## config.mk

```make
export PLATFORM = sky130hd
export DESIGN_NAME = cgol_gen_engine_flat
export DESIGN_NICKNAME = d
export VERILOG_FILES = /design/src/rtl/cgol_pkg.sv /design/src/rtl/cgol_gen_engine_if.sv /design/src/rtl/cgol_row_next.sv /design/src/rtl/cgol_gen_engine.sv /design/src/flat_wrapper.sv
export SDC_FILE = /design/constraint.sdc
export NUM_CORES = 1
export LEC_CHECK = 0
export ABC_AREA = 1
export CAP_MARGIN = 0
export CORE_ASPECT_RATIO = 1.2
export CORE_MARGIN = 2
export CORE_UTILIZATION = 35
export CTS_CLUSTER_DIAMETER = 60
export DETAILED_ROUTE_END_ITERATION = 12
export SKIP_CTS_REPAIR_TIMING = 1
export SLEW_MARGIN = 15
export SYNTH_ARGS = -nofsm -noshare
export SYNTH_HDL_FRONTEND = slang
export SYNTH_HIERARCHICAL = 1
export SYNTH_SLANG_ARGS = --single-unit
```

## constraint.sdc

```tcl
create_clock -name ph1 -period 5.3 [get_ports ph1]
set_input_delay 1.06 -clock ph1 [delete_from_list [all_inputs] [get_ports ph1]]
set_output_delay 1.06 -clock ph1 [all_outputs]
set_load 0.01 [all_outputs]
```

## src/rtl/cgol_pkg.sv

```systemverilog
// Shared state type, neighbour-count type and life-rule constants for the
// Game of Life generation engine.
package cgol_pkg;

    typedef enum logic [1:0] {
        IDLE    = 2'd0,
        COMPUTE = 2'd1,
        COMMIT  = 2'd2
    } cgol_state_t;

    // Four bits so that a full neighbourhood of 8 never wraps to 0.
    typedef logic [3:0] nbr_cnt_t;

    localparam nbr_cnt_t BIRTH_CNT = 4'd3;
    localparam nbr_cnt_t SURV_LO   = 4'd2;
    localparam nbr_cnt_t SURV_HI   = 4'd3;

    function automatic logic cell_next(input logic alive, input nbr_cnt_t sum);
        if (alive) return (sum == SURV_LO) || (sum == SURV_HI);
        return sum == BIRTH_CNT;
    endfunction

endpackage

```

## src/rtl/cgol_gen_engine_if.sv

```systemverilog
// Load, control, status and display-read signals of the generation engine.
// Load handshake: a row is transferred on a rising edge where load_valid and
// load_ready are both high; load_valid may be raised at any time and is
// simply not consumed while load_ready is low.
interface cgol_gen_engine_if #(
    parameter int WIDTH  = 8,
    parameter int HEIGHT = 8,
    parameter int CNT_W  = 16
);
    localparam int AW = $clog2(HEIGHT);

    logic             load_valid;
    logic             load_ready;
    logic [AW-1:0]    load_addr;
    logic [WIDTH-1:0] load_row;
    logic             start;
    logic             busy;
    logic             done;
    logic [CNT_W-1:0] gen_count;
    logic             stable;
    logic             extinct;
    logic [AW-1:0]    rd_addr;
    logic [WIDTH-1:0] rd_row;
    cgol_pkg::cgol_state_t state;

    modport master (
        output load_valid, load_addr, load_row, start, rd_addr,
        input  load_ready, busy, done, gen_count, stable, extinct, rd_row, state
    );

    modport slave (
        input  load_valid, load_addr, load_row, start, rd_addr,
        output load_ready, busy, done, gen_count, stable, extinct, rd_row, state
    );

endinterface

```

## src/rtl/cgol_row_next.sv

```systemverilog
// Combinational next-row generator for one row from its three-row neighbourhood.
// Column wrap-around is enabled by defining CGOL_TORUS_EN.
module cgol_row_next import cgol_pkg::*; #(
    parameter int WIDTH = 8
) (
    input  logic [WIDTH-1:0] above_i,
    input  logic [WIDTH-1:0] mid_i,
    input  logic [WIDTH-1:0] below_i,
    output logic [WIDTH-1:0] next_o
);

    // Rows padded by one column each side: ext[c+1] holds column c.
    logic [WIDTH+1:0] a_ext;
    logic [WIDTH+1:0] m_ext;
    logic [WIDTH+1:0] b_ext;
    nbr_cnt_t         sum [WIDTH];

`ifdef CGOL_TORUS_EN
    assign a_ext = {above_i[0], above_i, above_i[WIDTH-1]};
    assign m_ext = {mid_i[0],   mid_i,   mid_i[WIDTH-1]};
    assign b_ext = {below_i[0], below_i, below_i[WIDTH-1]};
`else
    assign a_ext = {1'b0, above_i, 1'b0};
    assign m_ext = {1'b0, mid_i,   1'b0};
    assign b_ext = {1'b0, below_i, 1'b0};
`endif

    always_comb begin
        sum    = '{default: '0};
        next_o = '0;
        for (int c = 0; c < WIDTH; c++) begin
            sum[c] = 4'(a_ext[c]) + 4'(a_ext[c+1]) + 4'(a_ext[c+2])
                   + 4'(m_ext[c])                  + 4'(m_ext[c+2])
                   + 4'(b_ext[c]) + 4'(b_ext[c+1]) + 4'(b_ext[c+2]);
            next_o[c] = cell_next(mid_i[c], sum[c]);
        end
    end

endmodule

```

## src/rtl/cgol_gen_engine.sv

```systemverilog
// Game of Life generation engine: cur/nxt register banks, one row per cycle.
// Row wrap-around (with column wrap in cgol_row_next) enabled by CGOL_TORUS_EN.
module cgol_gen_engine import cgol_pkg::*; #(
    parameter int WIDTH  = 8,
    parameter int HEIGHT = 8,
    parameter int CNT_W  = 16
) (
    input logic              ph1,
    input logic              reset,
    cgol_gen_engine_if.slave bus
);

    localparam int            AW       = $clog2(HEIGHT);
    localparam logic [AW-1:0] LAST_ROW = AW'(HEIGHT - 1);

    cgol_state_t      state_q, state_d;
    logic [AW-1:0]    row_q, row_d;
    logic             changed_q, changed_d;
    logic             alive_q, alive_d;
    logic [WIDTH-1:0] cur_q [HEIGHT];
    logic [WIDTH-1:0] nxt_q [HEIGHT];
    logic [CNT_W-1:0] gen_q;
    logic             stable_q;
    logic             extinct_q;

    logic             load_we;
    logic             nxt_we;
    logic             commit;
    logic [WIDTH-1:0] above_row, below_row, next_row;

`ifdef CGOL_TORUS_EN
    assign above_row = (row_q == '0)       ? cur_q[LAST_ROW] : cur_q[row_q - 1'b1];
    assign below_row = (row_q == LAST_ROW) ? cur_q[0]        : cur_q[row_q + 1'b1];
`else
    assign above_row = (row_q == '0)       ? '0 : cur_q[row_q - 1'b1];
    assign below_row = (row_q == LAST_ROW) ? '0 : cur_q[row_q + 1'b1];
`endif

    cgol_row_next #(.WIDTH(WIDTH)) u_row_next (
        .above_i (above_row),
        .mid_i   (cur_q[row_q]),
        .below_i (below_row),
        .next_o  (next_row)
    );

    always_ff @(posedge ph1 or negedge reset) begin
        if (!reset) begin
            state_q   <= IDLE;
            row_q     <= '0;
            changed_q <= 1'b0;
            alive_q   <= 1'b0;
        end else begin
            state_q   <= state_d;
            row_q     <= row_d;
            changed_q <= changed_d;
            alive_q   <= alive_d;
        end
    end

    always_comb begin
        state_d   = state_q;
        row_d     = row_q;
        changed_d = changed_q;
        alive_d   = alive_q;
        load_we   = 1'b0;
        nxt_we    = 1'b0;
        commit    = 1'b0;
        case (state_q)
            IDLE: begin
                // A load in the same cycle as start takes priority and start is lost.
                if (bus.load_valid) begin
                    load_we = int'(bus.load_addr) < HEIGHT;
                end else if (bus.start) begin
                    state_d   = COMPUTE;
                    row_d     = '0;
                    changed_d = 1'b0;
                    alive_d   = 1'b0;
                end
            end
            COMPUTE: begin
                nxt_we    = 1'b1;
                changed_d = changed_q | (next_row != cur_q[row_q]);
                alive_d   = alive_q | (|next_row);
                if (row_q == LAST_ROW) state_d = COMMIT;
                else                   row_d   = row_q + 1'b1;
            end
            COMMIT: begin
                commit  = 1'b1;
                state_d = IDLE;
            end
            default: state_d = IDLE;
        endcase
    end

    always_ff @(posedge ph1 or negedge reset) begin
        if (!reset) begin
            cur_q     <= '{default: '0};
            nxt_q     <= '{default: '0};
            gen_q     <= '0;
            stable_q  <= 1'b0;
            extinct_q <= 1'b1;
        end else begin
            if (load_we) cur_q[bus.load_addr] <= bus.load_row;
            if (nxt_we)  nxt_q[row_q]         <= next_row;
            if (commit) begin
                cur_q     <= nxt_q;
                gen_q     <= gen_q + 1'b1;
                stable_q  <= ~changed_q;
                extinct_q <= ~alive_q;
            end
        end
    end

    assign bus.load_ready = (state_q == IDLE);
    assign bus.busy       = (state_q != IDLE);
    assign bus.done       = (state_q == COMMIT);
    assign bus.gen_count  = gen_q;
    assign bus.stable     = stable_q;
    assign bus.extinct    = extinct_q;
    assign bus.rd_row     = cur_q[bus.rd_addr];
    assign bus.state      = state_q;

endmodule

```

## src/flat_wrapper.sv

```systemverilog
// flat-port wrapper written by rule: the top's interface ports become plain ports
module cgol_gen_engine_flat import cgol_pkg::*;
#(
    parameter int WIDTH  = 8,
    parameter int HEIGHT = 8,
    parameter int CNT_W  = 16
)
  (ph1, reset, bus_load_valid, bus_load_addr, bus_load_row, bus_start, bus_rd_addr, bus_load_ready, bus_busy, bus_done, bus_gen_count, bus_stable, bus_extinct, bus_rd_row, bus_state);
  cgol_gen_engine_if #(.WIDTH(WIDTH), .HEIGHT(HEIGHT), .CNT_W(CNT_W)) bus_i ();
  input logic ph1;
  input logic reset;
  input wire logic [$bits(bus_i.load_valid)-1:0] bus_load_valid;
  input wire logic [$bits(bus_i.load_addr)-1:0] bus_load_addr;
  input wire logic [$bits(bus_i.load_row)-1:0] bus_load_row;
  input wire logic [$bits(bus_i.start)-1:0] bus_start;
  input wire logic [$bits(bus_i.rd_addr)-1:0] bus_rd_addr;
  output wire logic [$bits(bus_i.load_ready)-1:0] bus_load_ready;
  output wire logic [$bits(bus_i.busy)-1:0] bus_busy;
  output wire logic [$bits(bus_i.done)-1:0] bus_done;
  output wire logic [$bits(bus_i.gen_count)-1:0] bus_gen_count;
  output wire logic [$bits(bus_i.stable)-1:0] bus_stable;
  output wire logic [$bits(bus_i.extinct)-1:0] bus_extinct;
  output wire logic [$bits(bus_i.rd_row)-1:0] bus_rd_row;
  output wire logic [$bits(bus_i.state)-1:0] bus_state;
  assign bus_i.load_valid = bus_load_valid;
  assign bus_i.load_addr = bus_load_addr;
  assign bus_i.load_row = bus_load_row;
  assign bus_i.start = bus_start;
  assign bus_i.rd_addr = bus_rd_addr;
  assign bus_load_ready = bus_i.load_ready;
  assign bus_busy = bus_i.busy;
  assign bus_done = bus_i.done;
  assign bus_gen_count = bus_i.gen_count;
  assign bus_stable = bus_i.stable;
  assign bus_extinct = bus_i.extinct;
  assign bus_rd_row = bus_i.rd_row;
  assign bus_state = bus_i.state;
  cgol_gen_engine #(.WIDTH(WIDTH), .HEIGHT(HEIGHT), .CNT_W(CNT_W)) u_core (.ph1(ph1), .reset(reset), .bus(bus_i));
endmodule
```

Word level (Yosys, flattened, before mapping). Cells that the tools add are included.

Flip-flop bits (word level): 153.

Add/sub/neg operators: 52. Order comparisons: 7. Equal/unequal tests: 24. Mux-type cells: 62. Bitwise logic cells: 9. Reductions and logical operators: 19.

Operators with widths (count): $bwmux W64 (2); $mux W64 (2); $add A4 B1 Y4 (28); $bmux W8 S3 (4); $mux W8 (12); $eq A4 B2 Y1 const B (16); $demux W8 S3 (2); $mux W1 (30); $add A3 B1 Y4 (7); $add A2 B1 Y3 (7); $ge A4 B4 Y1 const B (5); $not A3 Y4 (5); $add A16 B1 Y16 const B (1); $add A1 B1 Y2 (7); $mux W3 (3); $logic_or A1 B1 Y1 (8); $lt A4 B1 Y1 const B (2); $ne A8 B8 Y1 (1); $reduce_or A8 Y1 (1); $mux W2 (3); $ne A2 B2 Y1 const B (3); $pmux W3 S2 (1); $reduce_and A3 Y1 (2); $reduce_bool A2 Y1 (3); 14 further kinds (18).

Logic depth before layout (Yosys ltp).
Depth after elaboration: 20. Mapped depth: 29. Mapped depth without buffers: 25.

Hierarchy. The synthesis kept the hierarchy.

Modules (own cells, without submodules): cgol_gen_engine (times used 1, cells an instance 1083, area each 8323.0 sq um, seq. area each 3829.9 sq um); cgol_row_next (times used 1, cells an instance 155, area each 1239.9 sq um, seq. area each 0.0 sq um).

Least setup slack after synthesis. No wires, ideal clock.

Path type: reg2reg. Start point: reg u_core.row_q[0]. End point: reg u_core.changed_q. Arrival time: 5.100 ns. Path slack: 0.135 ns. Cell stages (with the launch flop): 27. Path buffers: 4. Cells stage by stage: dfrtp_1 buf_2 inv_2 buf_4 ha_1 clkbuf_1 inv_1 clkbuf_1 o211ai_1 a21oi_1 inv_1 fa_1 fa_1 fa_1 inv_1 ha_1 fa_1 nand3_1 a21oi_1 clkinv_1 nor2_1 nor2_1 nand2_1 nor2_1 nand3_1 nand2_1 nand2_1.

Cells in the longest elaborated chain, start to end: 20.

Ends and longest elaborated chain: start, declared (RTL line cgol_gen_engine.sv:17) `logic [AW-1:0] row_q, row_d;`; start signal, assigned (RTL line cgol_gen_engine.sv:54) `row_q <= row_d;`; $sub A3 B1 Y3 (RTL line cgol_gen_engine.sv:35) `assign above_row = (row_q == '0) ? '0 : cur_q[row_q - 1'b1];`; $not A3 Y4 (not written as such) (RTL line cgol_gen_engine.sv:35); $bmux W8 S3 (RTL line cgol_gen_engine.sv:35); $mux W8 (not written as such) (2 in a row) (RTL line cgol_gen_engine.sv:35); $mux W8 (*) (RTL line cgol_gen_engine.sv:35); named net u_core.above_row[6] (RTL line cgol_gen_engine.sv:29) `logic [WIDTH-1:0] above_row, below_row, next_row;`; $add A1 B1 Y2 (*) (RTL line cgol_row_next.sv:32) `sum[c] = 4'(a_ext[c]) + 4'(a_ext[c+1]) + 4'(a_ext[c+2])`; $add A2 B1 Y3 (*) (RTL line cgol_row_next.sv:32); (+5 left out); $eq A4 B2 Y1 (on tied branches) (RTL line cgol_pkg.sv:19, cgol_pkg.sv:20); $logic_or A1 B1 Y1 (RTL line cgol_pkg.sv:19) `if (alive) return (sum == SURV_LO) || (sum == SURV_HI);`; $mux W1 (RTL line cgol_pkg.sv:19); $mux W1 (*) (RTL line cgol_pkg.sv:20) `return sum == BIRTH_CNT;`; named net u_core.next_row[6] (RTL line cgol_gen_engine.sv:29); $ne A8 B8 Y1 (*) (RTL line cgol_gen_engine.sv:82) `changed_d = changed_q | (next_row != cur_q[row_q]);`; $or A1 B1 Y1 (*) (RTL line cgol_gen_engine.sv:82); $pmux W1 S2 (*) (RTL line cgol_gen_engine.sv:68) `case (state_q)`; end signal, assigned (RTL line cgol_gen_engine.sv:55) `changed_q <= changed_d;`; end, declared (RTL line cgol_gen_engine.sv:18) `logic changed_q, changed_d;`.

The timed path passes the listed nets; every way through them passes the cells marked *. The select of a mux whose other input is x is not followed. A chain may end at the register's enable or synchronous reset.

Final worst setup path.
Start point: reg u_core.row_q[1]. End point: reg u_core.alive_q.

Cells in the longest elaborated chain, start to end: 20.

Ends and longest elaborated chain: $sub A3 B1 Y3 (RTL line cgol_gen_engine.sv:35); $not A3 Y4 (not written as such) (RTL line cgol_gen_engine.sv:35); $bmux W8 S3 (RTL line cgol_gen_engine.sv:35); $mux W8 (not written as such) (2 in a row) (RTL line cgol_gen_engine.sv:35); $mux W8 (*) (RTL line cgol_gen_engine.sv:35); named net u_core.above_row[3] (RTL line cgol_gen_engine.sv:29); $add A1 B1 Y2 (*) (RTL line cgol_row_next.sv:32); $add A2 B1 Y3 (*) (RTL line cgol_row_next.sv:32); (+5 left out); $eq A4 B2 Y1 (on tied branches) (RTL line cgol_pkg.sv:19, cgol_pkg.sv:20); $logic_or A1 B1 Y1 (RTL line cgol_pkg.sv:19); $mux W1 (RTL line cgol_pkg.sv:19); $mux W1 (*) (RTL line cgol_pkg.sv:20); named net u_core.next_row[4] (RTL line cgol_gen_engine.sv:29); $reduce_or A8 Y1 (*) (RTL line cgol_gen_engine.sv:83) `alive_d = alive_q | (|next_row);`; $or A1 B1 Y1 (*) (RTL line cgol_gen_engine.sv:83); $pmux W1 S2 (*) (RTL line cgol_gen_engine.sv:68); end signal, assigned (RTL line cgol_gen_engine.sv:56) `alive_q <= alive_d;`; end, declared (RTL line cgol_gen_engine.sv:19) `logic alive_q, alive_d;`.

Marked as above.

==> results.ini <==
[routing]
via_per_inst=5.281
ant_nets=0
firstDrtPassIters=6
vias=8618
wl_met2_um=14100
wl_met3_um=1376
drc=0
dr.max_layer_used=met4
met1_length_um=13360
drt_first_iter_violations=835
wirelength_um=29790
wire_per_inst_um=18.25

[setup_path]
cpMostUsedCell=fa_1
ff2ff_path_depth=20
worstPathRequired_ns=5.66
cp-start-kind=flop
cp_cell_sequence=inv_2, ha_1, inv_1, buf_4, o211ai_1, a21oi_1, inv_1, fa_1, fa_1, fa_1, inv_1, ha_1, fa_1, nand3_1, a21oi_1, clkinv_1, buf_4, nand4_1, nor3_1, o21ai_0
worstPathArrival_ns=5.24
crit_type=reg2reg
worstPathMaxFanout=26
ff2ff_setup_slack_ns=0.42
cp_slowest_cell=fa_1
worstReg2RegEnd=u_core/alive_q
crit_path_max_incr_delay_ns=0.57
end_kind=flop
worstReg2RegStart=u_core/row_q[1]

[synthesis]
netlist_area_sq_mm=0.009563
synth_cells=1238
ys_seq_area_share_pct=40.05
yosysMostFrequentCell=nand2_1
syn_nets=1309
synthTopCellsByCount=356 x nand2_1, 169 x inv_1, 152 x dfrtp_1, 106 x o21ai_0
synth-seq-cells=153
synth_top_area_cell=dfrtp_1
async_flop_share_pct=100.0
synth_top_area_share_pct=39.77
synth_cell_types=30
synth_ff_type=dfrtp_1
synthTopCellsByArea=dfrtp_1 40%, nand2_1 14%, inv_1 6.6%
avgSynthCellArea_sq_um=7.724
synth_edf_count=0
yosysWarningCount=6

[clocking]
cts_buffer_depth=2
htree_levels=4
clkTransAtPathRegs_ns=0.06
clkSinkCount=153
clk_latency_ns=0.43
cts_buffers=17
cts_tree=yes
clk_root_buffer_cell=clkbuf_16

[hold_path]
min_from=u_core/bus.gen_count[15]
min_to=u_core/bus.gen_count[15]
hold_depth=1
hp-class=reg2reg

[sta]
min_period_over_period_pct=92.05
grt_setup_unrepaired=no
setup_tns_ns=0
fmax_mhz=205.0
finalSetupViolations=0
fin_skew_ns=0.007278
final.min_clock_period_ns=4.879
max_slew_margin_pct=43.85
slew_violations=0
hold_violations=0
tightest_slew_ns=0.8423

[global_route]
grt_max_degree=100
grt_overflow=0
grt_use_total_pct=21.54
antenna_found_initial=0
grt_pass1_vias=8267
grt_pass1_wl_um=47630

[cells_and_area]
antenna_cells=0
final_area_sq_mm=0.01101
drive_above_1_share_pct=5.960
areaGrowthSynthToFinish_pct=15.09
final_nets=1350

[floorplan]
start_util_pct=35.41
dieArea_sq_mm=0.02867
core_sq_mm=0.02700
die_h_um=185.1
num_rows=66
ios=49
die_w_um=154.9

[placed_design]
io_buffers=48
place_congestion=0.9444
postPlaceCellArea_sq_mm=0.01046
hpwl_um=22410

[job]
maxCapViolations=0

[run_status]
status=finished clean

-- final cells by class --
| class | instances | area (sq um) |
|---|---|---|
| multi-input combinational | 849 | 4825 |
| tap | 340 | 425.4 |
| clock inverter | 7 | 72.57 |
| timing repair buffer | 73 | 681.9 |
| sequential | 153 | 3831 |
| fill | 2756 | 16000 |
| inverter | 185 | 694.4 |
| clock buffer | 25 | 475.5 |
-- how the worst max path moves through the flow --
stage | start | to | slack, ns
6_report | u_core/row_q[1] | u_core/alive_q | 0.42
5_1_grt | u_core/row_q[0] | u_core/changed_q | 0.07
4_1_cts | u_core/row_q[1] | u_core/alive_q | 0.43
3_5_place_dp | u_core/row_q[1] | u_core/alive_q | 0.42
3_3_place_gp | u_core/row_q[0] | u_core/changed_q | 0.48
2_1_floorplan | u_core/row_q[0] | u_core/changed_q | 0.14
-- cells by family (layout without fill, tap and decap cells) --
family,Yosys count,after routing,synth area share (%)
AND/OR/NAND/NOR,507,507,22.20
AO/OA/AOI/OAI,272,272,17.56
buffers and inverters,236,290,9.499
flip-flops,153,153,40.05
adder cells (fa/ha/maj),53,53,9.133
XOR/XNOR,17,17,1.557
-- layout by cell type, fill, tap and decap left out, types with 8 or more instances in the layout --
cell type | netlist | routed
ha_1 | 25 | 25
a21oi_1 | 71 | 71
nand3_1 | 71 | 71
fa_1 | 28 | 28
nor2_1 | 56 | 56
a31oi_1 | 8 | 8
o211ai_1 | 15 | 15
dfrtp_1 | 152 | 151
o21ai_0 | 106 | 106
buf_4 | 3 | 24
a221oi_1 | 8 | 8
xnor2_1 | 9 | 9
clkbuf_16 | 0 | 17
inv_1 | 169 | 169
clkdlybuf4s50_1 | 0 | 47
o221ai_1 | 64 | 64
nand2_1 | 356 | 356
xor2_1 | 8 | 8
clkinv_1 | 9 | 9
-- critical path: cells and delay by family (launching register included) --
family / cells / cell delay [ns]
fa+ha+maj: 6 / 2.43
buf+inv: 7 / 0.98
compound gates: 4 / 0.73
flops: 1 / 0.40
simple gates: 3 / 0.26
-- flip-flops by register name, indices dropped and copies added, names as in the netlist --
signal / cells
u_core/bus.gen_count: 16
u_core/cur_q: 64
u_core/bus.extinct: 1
u_core/bus.state: 2
u_core/changed_q: 1
u_core/alive_q: 1
u_core/nxt_q: 64
u_core/row_q: 3
u_core/bus.stable: 1
-- metal layers --
layer  vias up  track usage [%]
li1       4166                -
met1      4138            29.27
met2       270            34.83
met3        44            2.831
met4         0            8.815
met5         -                0
-- stage by stage --
step | cells | utilization, % | hold WS (ns) | worst slack (ns)
floorplan | 1238 | - | 0.4290 | 0.1350
global placement | 1600 | 38.73 | 0.4659 | 0.4805
detailed placement | 1600 | 38.73 | 0.4692 | 0.4214
CTS | 1632 | 40.76 | 0.4809 | 0.4347
global route | 1632 | 40.76 | 0.5059 | 0.06864
finish | 1632 | 40.76 | 0.4799 | 0.4211
Power is left out: the tool's default activity adds up to more than one toggle a clock period on the data nets, which glitch-free logic cannot reach.
